==> src/rtl/display_pkg.sv <==
// Default 640x480p60 timing values and a bundle type so other display modes can be added later.
package display_pkg;

    localparam int unsigned CORDW_480P  = 10;
    localparam int unsigned H_RES_480P  = 640;
    localparam int unsigned H_FP_480P   = 16;
    localparam int unsigned H_SYNC_480P = 96;
    localparam int unsigned H_BP_480P   = 48;
    localparam int unsigned V_RES_480P  = 480;
    localparam int unsigned V_FP_480P   = 10;
    localparam int unsigned V_SYNC_480P = 2;
    localparam int unsigned V_BP_480P   = 33;
    localparam bit          H_POL_480P  = 1'b0;
    localparam bit          V_POL_480P  = 1'b0;

    typedef struct packed {
        logic [15:0] h_res;
        logic [15:0] h_fp;
        logic [15:0] h_sync;
        logic [15:0] h_bp;
        logic [15:0] v_res;
        logic [15:0] v_fp;
        logic [15:0] v_sync;
        logic [15:0] v_bp;
    } display_timing_t;

    localparam display_timing_t TIMING_480P = '{
        h_res:  16'd640, h_fp: 16'd16, h_sync: 16'd96, h_bp: 16'd48,
        v_res:  16'd480, v_fp: 16'd10, v_sync: 16'd2,  v_bp: 16'd33
    };

    function automatic int unsigned axis_total(input int unsigned res, input int unsigned fp,
                                               input int unsigned sync, input int unsigned bp);
        return res + fp + sync + bp;
    endfunction

endpackage

==> src/rtl/display_timings_480p_if.sv <==
// Pixel-coordinate and sync bundle from the timing generator to colour logic and VGA pins.
interface display_timings_480p_if
    import display_pkg::*;
#(
    parameter int unsigned CORDW = CORDW_480P
);
    logic [CORDW-1:0] sx;
    logic [CORDW-1:0] sy;
    logic             hsync;
    logic             vsync;
    logic             de;
    logic             line;
    logic             frame;

    modport master (output sx, sy, hsync, vsync, de, line, frame);
    modport slave  (input  sx, sy, hsync, vsync, de, line, frame);
endinterface

==> src/rtl/display_axis.sv <==
// One raster axis: wrapping position counter plus active/sync window flags of the next position.
module display_axis
    import display_pkg::*;
#(
    parameter int unsigned CORDW = CORDW_480P,
    parameter int unsigned RES   = H_RES_480P,
    parameter int unsigned FP    = H_FP_480P,
    parameter int unsigned SYNC  = H_SYNC_480P,
    parameter int unsigned BP    = H_BP_480P
) (
    input  logic             clk_i,
    input  logic             rst_i,
    input  logic             en_i,
    output logic [CORDW-1:0] pos_o,
    output logic             wrap_o,
    output logic             active_d_o,
    output logic             sync_d_o
);
    localparam int unsigned TOTAL = axis_total(RES, FP, SYNC, BP);

    if (TOTAL > (1 << CORDW)) begin : g_cordw_check
        $error("display_axis: CORDW too narrow for axis total");
    end

    localparam logic [CORDW-1:0] LAST     = CORDW'(TOTAL - 1);
    localparam logic [CORDW-1:0] ACT_END  = CORDW'(RES);
    localparam logic [CORDW-1:0] SYNC_ON  = CORDW'(RES + FP);
    localparam logic [CORDW-1:0] SYNC_OFF = CORDW'(RES + FP + SYNC);

    logic [CORDW-1:0] pos_d, pos_q;

    assign wrap_o = (pos_q == LAST);

    // Reset parks the counter on the last position so the first live cycle is position 0.
    always_comb begin
        pos_d = pos_q;
        if (rst_i) begin
            pos_d = LAST;
        end else if (en_i) begin
            pos_d = wrap_o ? '0 : pos_q + 1'b1;
        end
    end

    always_ff @(posedge clk_i) begin
        pos_q <= pos_d;
    end

    assign pos_o      = pos_q;
    assign active_d_o = (pos_d < ACT_END);
    assign sync_d_o   = (pos_d >= SYNC_ON) && (pos_d < SYNC_OFF);

endmodule

==> src/rtl/display_timings_480p.sv <==
// Free-running 800x525 raster timing generator; every output describes the same pixel (sx,sy).
module display_timings_480p
    import display_pkg::*;
#(
    parameter int unsigned CORDW  = CORDW_480P,
    parameter int unsigned H_RES  = H_RES_480P,
    parameter int unsigned H_FP   = H_FP_480P,
    parameter int unsigned H_SYNC = H_SYNC_480P,
    parameter int unsigned H_BP   = H_BP_480P,
    parameter int unsigned V_RES  = V_RES_480P,
    parameter int unsigned V_FP   = V_FP_480P,
    parameter int unsigned V_SYNC = V_SYNC_480P,
    parameter int unsigned V_BP   = V_BP_480P,
    parameter bit          H_POL  = H_POL_480P,
    parameter bit          V_POL  = V_POL_480P
) (
    input  logic                   clk_pix,
    input  logic                   rst,
    display_timings_480p_if.master disp_if
);
    logic [CORDW-1:0] h_pos, v_pos;
    logic             h_wrap, v_wrap;
    logic             h_active_d, v_active_d;
    logic             h_sync_d, v_sync_d;

    display_axis #(
        .CORDW(CORDW), .RES(H_RES), .FP(H_FP), .SYNC(H_SYNC), .BP(H_BP)
    ) u_h_axis (
        .clk_i      (clk_pix),
        .rst_i      (rst),
        .en_i       (1'b1),
        .pos_o      (h_pos),
        .wrap_o     (h_wrap),
        .active_d_o (h_active_d),
        .sync_d_o   (h_sync_d)
    );

    // Vertical steps only on the horizontal wrap, so vsync changes at line boundaries.
    display_axis #(
        .CORDW(CORDW), .RES(V_RES), .FP(V_FP), .SYNC(V_SYNC), .BP(V_BP)
    ) u_v_axis (
        .clk_i      (clk_pix),
        .rst_i      (rst),
        .en_i       (h_wrap),
        .pos_o      (v_pos),
        .wrap_o     (v_wrap),
        .active_d_o (v_active_d),
        .sync_d_o   (v_sync_d)
    );

    logic de_q, line_q, frame_q, hsync_q, vsync_q;

    // A wrap this cycle means the next pixel sits at sx==0 (and sy==0 when both wrap).
    always_ff @(posedge clk_pix) begin
        if (rst) begin
            de_q    <= 1'b0;
            line_q  <= 1'b0;
            frame_q <= 1'b0;
            hsync_q <= ~H_POL;
            vsync_q <= ~V_POL;
        end else begin
            de_q    <= h_active_d && v_active_d;
            line_q  <= h_wrap;
            frame_q <= h_wrap && v_wrap;
            hsync_q <= h_sync_d ? H_POL : ~H_POL;
            vsync_q <= v_sync_d ? V_POL : ~V_POL;
        end
    end

    assign disp_if.sx    = h_pos;
    assign disp_if.sy    = v_pos;
    assign disp_if.de    = de_q;
    assign disp_if.line  = line_q;
    assign disp_if.frame = frame_q;
    assign disp_if.hsync = hsync_q;
    assign disp_if.vsync = vsync_q;

endmodule

==> src/flat_wrapper.sv <==
// flat-port wrapper written by rule: the top's interface ports become plain ports
module display_timings_480p_flat import display_pkg::*;
#(
    parameter int unsigned CORDW  = CORDW_480P,
    parameter int unsigned H_RES  = H_RES_480P,
    parameter int unsigned H_FP   = H_FP_480P,
    parameter int unsigned H_SYNC = H_SYNC_480P,
    parameter int unsigned H_BP   = H_BP_480P,
    parameter int unsigned V_RES  = V_RES_480P,
    parameter int unsigned V_FP   = V_FP_480P,
    parameter int unsigned V_SYNC = V_SYNC_480P,
    parameter int unsigned V_BP   = V_BP_480P,
    parameter bit          H_POL  = H_POL_480P,
    parameter bit          V_POL  = V_POL_480P
)
  (clk_pix, rst, disp_if_sx, disp_if_sy, disp_if_hsync, disp_if_vsync, disp_if_de, disp_if_line, disp_if_frame);
  display_timings_480p_if #(.CORDW(CORDW)) disp_if_i ();
  input  logic clk_pix;
  input  logic rst;
  output wire logic [$bits(disp_if_i.sx)-1:0] disp_if_sx;
  output wire logic [$bits(disp_if_i.sy)-1:0] disp_if_sy;
  output wire logic [$bits(disp_if_i.hsync)-1:0] disp_if_hsync;
  output wire logic [$bits(disp_if_i.vsync)-1:0] disp_if_vsync;
  output wire logic [$bits(disp_if_i.de)-1:0] disp_if_de;
  output wire logic [$bits(disp_if_i.line)-1:0] disp_if_line;
  output wire logic [$bits(disp_if_i.frame)-1:0] disp_if_frame;
  assign disp_if_sx = disp_if_i.sx;
  assign disp_if_sy = disp_if_i.sy;
  assign disp_if_hsync = disp_if_i.hsync;
  assign disp_if_vsync = disp_if_i.vsync;
  assign disp_if_de = disp_if_i.de;
  assign disp_if_line = disp_if_i.line;
  assign disp_if_frame = disp_if_i.frame;
  display_timings_480p #(.CORDW(CORDW), .H_RES(H_RES), .H_FP(H_FP), .H_SYNC(H_SYNC), .H_BP(H_BP), .V_RES(V_RES), .V_FP(V_FP), .V_SYNC(V_SYNC), .V_BP(V_BP), .H_POL(H_POL), .V_POL(V_POL)) u_core (.clk_pix(clk_pix), .rst(rst), .disp_if(disp_if_i));
endmodule
==> config.mk <==
export PLATFORM = sky130hd
export DESIGN_NAME = display_timings_480p_flat
export DESIGN_NICKNAME = d
export VERILOG_FILES = /design/src/rtl/display_pkg.sv /design/src/rtl/display_timings_480p_if.sv /design/src/rtl/display_axis.sv /design/src/rtl/display_timings_480p.sv /design/src/flat_wrapper.sv
export SDC_FILE = /design/constraint.sdc
export NUM_CORES = 1
export LEC_CHECK = 0
export ABC_CLOCK_PERIOD_IN_PS = 4200
export CAP_MARGIN = 10
export CORE_ASPECT_RATIO = 1.5
export CORE_MARGIN = 2
export CORE_UTILIZATION = 49
export DETAILED_ROUTE_END_ITERATION = 8
export DONT_BUFFER_PORTS = 1
export GPL_TIMING_DRIVEN = 0
export SLEW_MARGIN = 5
export SYNTH_ARGS = -nofsm -noshare
export SYNTH_HDL_FRONTEND = slang
export SYNTH_SLANG_ARGS = --single-unit
==> constraint.sdc <==
create_clock -name clk_pix -period 4.2 [get_ports clk_pix]
set_clock_uncertainty 0.2 [all_clocks]
set_input_delay 0.63 -clock clk_pix [delete_from_list [all_inputs] [get_ports clk_pix]]
set_output_delay 0.63 -clock clk_pix [all_outputs]
set_load 0.005 [all_outputs]
==> flow_summary.toml, run 1 <==
[run_status]
status = "complete, no violations"

[synthesis]
synth_flop_cell = "dfxtp_1"
netlist_area_sq_um = 1215
ys_seq_area_share_pct = 41.19
synth.avg_cell_area_sq_um = 8.804
synth-async-reset-ratio_pct = 0
synth.ff_latch_count = 25
yosysUniqueCellTypes = 38
synthesis.nets = 143
syn_inst = 138
synth-edff-count = 0
yosysWarnings = 0

[cells_and_area]
multiInputGateArea_sq_um = 671.9
most-common-layout-cells = "dfxtp_1, nand2_1, nand3_1, nor2_1, xor2_1"
drive_above_1_share_pct = 11.27
num_antenna_cells = 0
regArea_sq_um = 500.5
synthToLayoutAreaGrowth_pct = 4.634
instances_no_fill = 166
nNetsFinal = 148
nFillCells = 235
final_common_cell = "dfxtp_1"

[timing]
setup_violations = 0
max_slew_margin_pct = 65.76
setup_tns_ps = 0
post-route-period-util_pct = 60.81
worst_pin_slew_ps = 510.8
drv_slew = 0
min_period_ps = 2554
rsz0062_at_grt = "false"
fmax_ghz = 0.3916
finalHoldViolCount = 0

[power]
pwr-share-comb_pct = 46.0
powerDensity_nw_per_um2 = 717.9
internal_power_w = 0.0005116
ir_drop_uv = 448.9
power_switching_share_pct = 43.94
leakage_nw = 0.4932
p_switching_w = 0.0004010
clkPwrFrac_pct = 11.3
seqPwrFrac_pct = 42.6

[hold_path]
hp-class = "flip-flop to flip-flop"

[routing]
ant_nets = 0
drc = 0
wire_per_inst_microns = 15.73
vias = 988
drt_wl_total_mm = 2.612
first_iter_violations = 21
via_per_inst = 5.952
drtPass1Iterations = 4

[global_route]
grt_pass1_vias = 967
grt_pass1_wl_mm = 4.278
antenna_found_initial = 0
grt_overflow = 0
grt_usage_pct = 19.88
grt_max_degree = 14

[clock_tree]
cts-root-buf = "clkbuf_4"
clkTransAtPathRegs_ps = 130
cts_tree = "done"
htreeDepth = 1
cts_setup_buffers = 0
ctsResizeCount = 0
numCtsBuffers = 3
cts_sinks = 25
insertion_delay_ps = 300
cts.path.max_buffers = 2
hold_buffers = 0

[floorplan]
die_y_microns = 64.99
die_w_microns = 44.66
die_area_sq_um = 2902
rows = 22
coreArea_sq_um = 2395
io_pins = 27
start_util_pct = 50.73

[run]
maxCapViolCount = 0

[critical_path]
critical_path_class = "flip-flop to flip-flop"
startpoint_type = "flip-flop"
cp.required_ps = 4190
endpoint_kind = "flip-flop"
worstPathCellList = "ha_1 > nand4_2 > nor3_2 > o21ai_0 > a21o_1 > and4bb_1 > nand4_1"
crit_fanout = 8
worstPathArrival_ps = 2540
cp_slowest_cell = "nor3_2"
max_stage_delay_ps = 530

[placed_design]
place_inst = 162
dpl.hpwl_mm = 2.016
gp_congestion = 0.7912
io_buffers = 0
sequential cells by signal, indices dropped and copies added, names as in the netlist:
signal / count
u_core.u_h_axis.pos_o: 10
u_core.u_v_axis.pos_o: 10
u_core.disp_if.de: 1
u_core.disp_if.frame: 1
u_core.disp_if.hsync: 1
u_core.disp_if.line: 1
u_core.disp_if.vsync: 1
path summary, 6_finish.rpt:
kind	startpoint	end	slack [ps]	cells after the start
worst max register to register	u_core.u_h_axis.pos_o[0]$_DFF_P_	u_core.disp_if.vsync$_SDFF_PP1_	1650	7
worst min-delay path	u_core.u_h_axis.pos_o[0]$_DFF_P_	u_core.u_h_axis.pos_o[0]$_DFF_P_	360	1
worst min register to register	u_core.u_h_axis.pos_o[0]$_DFF_P_	u_core.u_h_axis.pos_o[0]$_DFF_P_	360	1
worst max-delay path	u_core.u_h_axis.pos_o[0]$_DFF_P_	u_core.disp_if.vsync$_SDFF_PP1_	1650	7
power by group through the flow:
stage	sequential [W]	clock [W]	combinational, W
floorplan	0.000372	0	0.000344
global placement	0.000395	0	0.000410
detailed placement	0.000396	0	0.000417
CTS	0.000391	0.000109	0.000419
global route	0.000398	0.000122	0.000471
finish	0.000389	0.000103	0.000420
Yosys cell counts, types with 2 or more instances:
cell | instances | area, sq um
a21oi_1 | 3 | 15.01
clkbuf_1 | 2 | 7.510
dfxtp_1 | 25 | 500.5
ha_1 | 3 | 37.54
inv_1 | 6 | 22.52
nand2_1 | 19 | 71.32
nand2b_1 | 3 | 18.77
nand3_1 | 13 | 65.06
nand4_1 | 3 | 18.77
nor2_1 | 11 | 41.29
nor3_1 | 6 | 30.03
nor4_1 | 2 | 12.51
nor4_4 | 2 | 42.54
o21ai_0 | 4 | 20.02
o21ai_1 | 2 | 10.01
or3_1 | 2 | 12.51
xnor2_1 | 5 | 43.79
xor2_1 | 7 | 61.31
worst max-delay path: cells and delay by family, from the launching register on:
kind,cells,cell delay [ps]
compound gates,2,380
flops,1,430
simple gates,4,1160
fa+ha+maj,1,270
per-stage QoR:
step / worst slack, ps / utilization, % / hold slack, ps / area (sq um) / power [W]
6_report: 1646 / 53.08 / 355.2 / 1271 / 0.0009125
5_1_grt: 1444 / 53.08 / 391.6 / 1271 / 0.0009905
4_1_cts: 1631 / 53.08 / 360.6 / 1271 / 0.0009189
3_5_place_dp: 1661 / 51.99 / 339.3 / 1245 / 0.0008137
3_3_place_gp: 1660 / 51.99 / 323.6 / 1245 / 0.0008043
2_1_floorplan: 1971 / - / 297.5 / 1215 / 0.0007162
cell type report:
cell class | count | area share, %
Sequential cell | 25 | 39.37
Clock buffer | 4 | 2.067
Inverter | 6 | 1.772
Buffer | 4 | 1.575
Multi-Input combinational cell | 103 | 52.85
Tap cell | 24 | 2.362
per-layer routing:
metal	global-route usage, %	routed length [microns]
met5	0	0
met4	8.712	60
met3	4.178	131
met2	35.33	1411
met1	21.53	1008
cell families (layout without fill, tap and decap cells):
group / count (synthesis) / count (layout) / synth area share (%)
flops: 25 / 25 / 41.19
mux: 1 / 1 / 0.8239
buf+inv: 10 / 14 / 3.501
xor+xnor: 12 / 12 / 8.651
compound gates: 15 / 15 / 7.828
fa+ha+maj: 3 / 3 / 3.090
simple gates: 72 / 72 / 34.91
Power figures use the tool's default switching activity.
==> run 2: changes to the inputs <==
- ABC_CLOCK_PERIOD_IN_PS: 4200 -> 2100
- PLACE_DENSITY: not set -> 0.66
- clock period: 4.2 -> 2.1 ns (I/O delays scaled with it)
==> run 2 against run 1 <==
  * The flow now finishes with violations (setup timing)
  * Clock power rose by 110%
  * Core utilization rose by 5.7 points
  * Critical path depth rose by 1
  * Flip-flop and latch count did not move
  * Routed wire length rose by 9.5%
  * Die area did not move
  * Non-clock buffer count rose by 6
  * Fmax rose by 13%
  * Combinational power rose by 150%
  * Global-route usage rose by 2.0 points
  * Sequential share of layout area fell by 2.6 points
  * Largest power group unchanged
==> flow_summary.toml, run 2 (same netlist as run 1, synthesis figures left out) <==
[run_status]
status = "finished with violations"
violations = "setup timing"

[timing]
rsz0062_at_grt = "true"
fmax_ghz = 0.4416
whs_ps = 157.4
finalWorstSetupSlack_ps = -164.6
worst_pin_slew_ps = 402.7
max_slew_margin_pct = 73.16
min_period_ps = 2265
post-route-period-util_pct = 107.8
finalHoldViolCount = 0
setup_tns_ps = -368.1
setup_violations = 3
drv_slew = 0

[routing]
drtPass1Iterations = 7
drc = 0
ant_nets = 0
wl_met1_mm = 1.096
met3_length_microns = 88
vias = 1059
first_iter_violations = 15
wire_per_inst_microns = 16.63
via_per_inst = 6.157
highest_layer = "met4"
wl_met2_mm = 1.632
drt_wl_total_mm = 2.860

[critical_path]
cp.required_ps = 2170
crit_fanout = 6
reg2reg_setup_slack_ps = -160
max_stage_delay_ps = 490
cp_slowest_cell = "or4b_4"
path_buf_inv = 1
worstPathCellList = "inv_2 > ha_1 > or4b_4 > or4_4 > and2_4 > o21ai_2 > o311ai_2 > nand4_1"
critical_path_class = "flip-flop to flip-flop"
critical_path.top_delay_family = "simple AND/OR/NAND/NOR gates"
worstPathArrival_ps = 2340
endpoint_kind = "flip-flop"
startpoint_type = "flip-flop"

[floorplan]
coreArea_sq_um = 2395
die_w_microns = 44.66
start_util_pct = 50.73
die_area_sq_um = 2902
io_pins = 27
rows = 22
die_y_microns = 64.99

[cells_and_area]
utilization_pct = 58.78
nFillCells = 228
nNetsFinal = 154
most-common-layout-cells = "nand2_1, dfxtp_1, nand3_1, nor2_1, buf_4"
num_antenna_cells = 0
final_common_cell = "nand2_1"
synthToLayoutAreaGrowth_pct = 15.86
design_area_sq_um = 1408
drive_above_1_share_pct = 27.03

[power]
leakage_nw = 0.5431
powerDensity_nw_per_um2 = 1486
ir_drop_uv = 1020

[global_route]
grt_usage_pct = 21.89
grt_overflow = 0
grt_pass1_wl_mm = 4.740
grt_pass1_vias = 1043
antenna_found_initial = 0
grt_max_degree = 15

[clock_tree]
htreeDepth = 1
cts.path.max_buffers = 2
insertion_delay_ps = 320
numCtsBuffers = 3
cts-root-buf = "clkbuf_4"
clkTransAtPathRegs_ps = 130
cts_tree = "done"
hold_buffers = 0
cts_sinks = 25

[hold_path]
hp-class = "input port to flip-flop"

[placed_design]
gp_congestion = 0.8178
io_buffers = 0
dp_slack_ps = -213.3
dpl-instance-area_sq_um = 1280
dpl.hpwl_mm = 1.998

[run]
maxCapViolCount = 0
run 2: cell count changes in the layout (fill, tap and decap cells not counted), moves of 2 or more:
| cell | before | now |
|---|---|---|
| dfxtp_4 | 0 | 3 |
| clkbuf_1 | 3 | 1 |
| dfxtp_2 | 0 | 5 |
| buf_4 | 1 | 7 |
| dfxtp_1 | 25 | 17 |
run 2: final cells by class:
| cell class | count | area (sq um) | area share, % |
|---|---|---|---|
| inverter | 6 | 22.52 | 1.600 |
| clock buffer | 3 | 22.52 | 1.600 |
| multi-input combinational | 103 | 743.2 | 52.80 |
| tap | 24 | 30.03 | 2.133 |
| sequential | 25 | 518.0 | 36.80 |
| clock inverter | 1 | 5.005 | 0.3556 |
| buffer | 4 | 21.27 | 1.511 |
| timing repair buffer | 6 | 45.04 | 3.200 |
run 2: worst paths after layout:
check | startpoint | cells past startpoint | to
max | u_core.u_v_axis.pos_o[0]$_DFF_P_ | 8 | u_core.disp_if.vsync$_SDFF_PP1_
min | rst | 2 | u_core.disp_if.line$_SDFF_PP0_
max reg2reg | u_core.u_v_axis.pos_o[0]$_DFF_P_ | 8 | u_core.disp_if.vsync$_SDFF_PP1_
min reg2reg | u_core.u_h_axis.pos_o[0]$_DFF_P_ | 1 | u_core.u_h_axis.pos_o[0]$_DFF_P_
run 2: power breakdown:
part           switching [W]  internal, W
registers           0.000208     0.000615
logic               0.000567     0.000487
clock network       0.000143    0.0000713
run 2: timing repair:
action / in CTS / in global routing
endpoints found under the setup margin: 4 / 5
pin swaps: 5 / 5
resized for setup: 7 / 10
buffers inserted: 5 / 1
gates cloned: 0 / 0
run 2: metal layers:
layer  up-vias  global-route usage [%]
met5         -                       0
met4         0                   11.74
met3         6                   3.343
met2        27                   38.77
met1       523                   23.65
li1        503                       -
run 2: metrics by stage:
stage / total power (W) / cells
after floorplan: 0.001522 / 138
after global placement: 0.001695 / 162
after detailed placement: 0.001720 / 162
after CTS: 0.002038 / 171
after global routing: 0.002253 / 172
final: 0.002092 / 172
==> run 3: changes to the inputs <==
--- a/config.mk
+++ b/config.mk
@@ -15,4 +15,5 @@
 export GPL_TIMING_DRIVEN = 0
 export PLACE_DENSITY = 0.66
+export SETUP_SLACK_MARGIN = 0.15
 export SLEW_MARGIN = 5
 export SYNTH_ARGS = -nofsm -noshare
--- a/constraint.sdc
+++ b/constraint.sdc
@@ -3,3 +3,3 @@
 set_input_delay 0.315 -clock clk_pix [delete_from_list [all_inputs] [get_ports clk_pix]]
 set_output_delay 0.315 -clock clk_pix [all_outputs]
-set_load 0.005 [all_outputs]
+set_load 0.02 [all_outputs]
==> run 3 against run 2 <==
  * The run still ends with setup timing left
  * Largest cell class unchanged
  * Routed wire length is 5.8% higher
  * Register-to-register slack barely moved
  * Critical path depth unchanged
  * Sequential share of layout area down 2.6 points
  * Fmax shrank 0.26%
  * Via count rose by 1.8%
  * Combinational power grew 23%
  * First-iteration DRC count is 67% higher
==> flow_summary.toml, run 3 (same netlist as run 1, synthesis figures left out) <==
[critical_path]
reg2reg_depth = 8
reg2reg_setup_slack_ps = -170
crit_fanout = 6
startpoint_type = "flip-flop"
worstPathArrival_ps = 2270
reg2reg_from = "u_core.u_v_axis.pos_o[0]$_DFF_P_"
endpoint_kind = "flip-flop"
cp.required_ps = 2100
critical_path_class = "flip-flop to flip-flop"
r2r_end = "u_core.disp_if.vsync$_SDFF_PP1_"

[clock_tree]
cts_tree = "done"
htreeDepth = 1
cts-root-buf = "clkbuf_4"
insertion_delay_ps = 310
cts_sinks = 25
cts.path.max_buffers = 2
numCtsBuffers = 3
clkTransAtPathRegs_ps = 130

[timing]
rsz0062_at_grt = "true"
setup_tns_ps = -370.2
worst_pin_slew_ps = 500.1
post-route-period-util_pct = 108.1
setup_violations = 3
min_period_ps = 2271
drv_slew = 0
finalWorstSetupSlack_ps = -170.5
fmax_ghz = 0.4404
whs_ps = 229.3
finalHoldViolCount = 0
max_slew_margin_pct = 66.66

[hold_path]
hold_depth = 2
hp-class = "input port to flip-flop"
hold_end = "u_core.disp_if.line$_SDFF_PP0_"
holdCritStartpoint = "rst"

[global_route]
grt_overflow = 0
grt_max_degree = 14
antenna_found_initial = 0
grt_usage_pct = 22.79
grt_pass1_vias = 1093
grt_pass1_wl_mm = 4.864

[routing]
wire_per_inst_microns = 17.09
drc = 0
drtPass1Iterations = 4
via_per_inst = 6.090
drt_wl_total_mm = 3.025
first_iter_violations = 25
ant_nets = 0
vias = 1078

[cells_and_area]
most-common-layout-cells = "nand2_1, dfxtp_1, nand3_1, buf_4"
design_area_sq_um = 1556
synthToLayoutAreaGrowth_pct = 28.12
nNetsFinal = 159
regArea_sq_um = 533.0
final_common_cell = "nand2_1"
nFillCells = 205
drive_above_1_share_pct = 43.14
multiInputGateArea_sq_um = 824.5
num_antenna_cells = 0

[power]
ir_drop_uv = 989.9
powerDensity_nw_per_um2 = 1589
leakage_nw = 0.5808
power_w = 0.002473

[floorplan]
die_y_microns = 64.99
rows = 22
start_util_pct = 50.73
die_w_microns = 44.66
die_area_sq_um = 2902
io_pins = 27
coreArea_sq_um = 2395

[placed_design]
io_buffers = 0
gp_congestion = 0.8199
dpl.hpwl_mm = 2.070
dpl-instance-area_sq_um = 1305

[run]
maxCapViolCount = 0

[run_status]
status = "finished with violations"
violations = "setup timing"
run 3: cell types whose count changed in the layout (fill, tap and decap cells not counted), sizes merged:
| cell | previous run | this run |
|---|---|---|
| clkinv | 1 | 0 |
| clkbuf | 5 | 6 |
| buf | 8 | 13 |
run 3: how the worst max path moves through the flow:
| stage | start | to | slack, ps | cells after the start |
|---|---|---|---|---|
| floorplan | u_core.u_v_axis.pos_o[0]$_DFF_P_ | u_core.disp_if.vsync$_SDFF_PP1_ | -60 | 8 |
| global placement | u_core.u_v_axis.pos_o[1]$_DFF_P_ | u_core.disp_if.vsync$_SDFF_PP1_ | -230 | 8 |
| detailed placement | u_core.u_h_axis.pos_o[6]$_DFF_P_ | u_core.disp_if.vsync$_SDFF_PP1_ | -250 | 6 |
| CTS | u_core.u_v_axis.pos_o[0]$_DFF_P_ | u_core.disp_if.vsync$_SDFF_PP1_ | -180 | 8 |
| global route | u_core.u_v_axis.pos_o[0]$_DFF_P_ | u_core.disp_if.vsync$_SDFF_PP1_ | -240 | 8 |
| finish | u_core.u_v_axis.pos_o[0]$_DFF_P_ | u_core.disp_if.vsync$_SDFF_PP1_ | -170 | 8 |
run 3: area by class of cell:
cell class	count	area share (%)
Buffer	4	1.527
Clock buffer	4	1.688
Inverter	6	1.608
Multi-Input combinational cell	103	52.97
Sequential cell	25	34.24
Tap cell	24	1.929
Timing Repair Buffer	11	6.029
run 3: critical path, stage by stage (launching register included):
cell      delay, ps
dfxtp_4         420
inv_4            70
ha_4            130
or4b_4          490
nor4_4          170
o21ai_1         110
a21o_1          190
and4bb_1        280
nand4_1          90
run 3: power breakdown:
group / leakage [nW] / switching, W / internal (W)
clock: 0.0150 / 0.000138 / 0.0000743
sequential: 0.208 / 0.000345 / 0.000622
combinational: 0.358 / 0.000670 / 0.000624
run 3: per-layer routing:
layer	wire [microns]	track usage (%)	up-vias
li1	-	-	512
met4	97	12.12	0
met2	1697	41.67	34
met5	0	0	-
met3	149	3.343	13
met1	1081	23.49	519
run 3: per-stage QoR:
step | setup WS [ps] | std cells | utilization, %
after floorplan | -57.18 | 138 | -
after global placement | -226.4 | 162 | 54.49
after detailed placement | -249.1 | 162 | 54.49
after CTS | -176.8 | 174 | 61.70
after global routing | -244.4 | 177 | 64.99
final | -170.5 | 177 | 64.99
run 3: timing repair:
action | 4_1_cts | 5_1_grt
pin swaps | 12 | 6
endpoints found under the setup margin | 14 | 16
hold buffers | 0 | 0
setup buffers | 8 | 3
cloned | 0 | 0
gates resized for setup | 24 | 17
hold endpoints to repair | 0 | 0
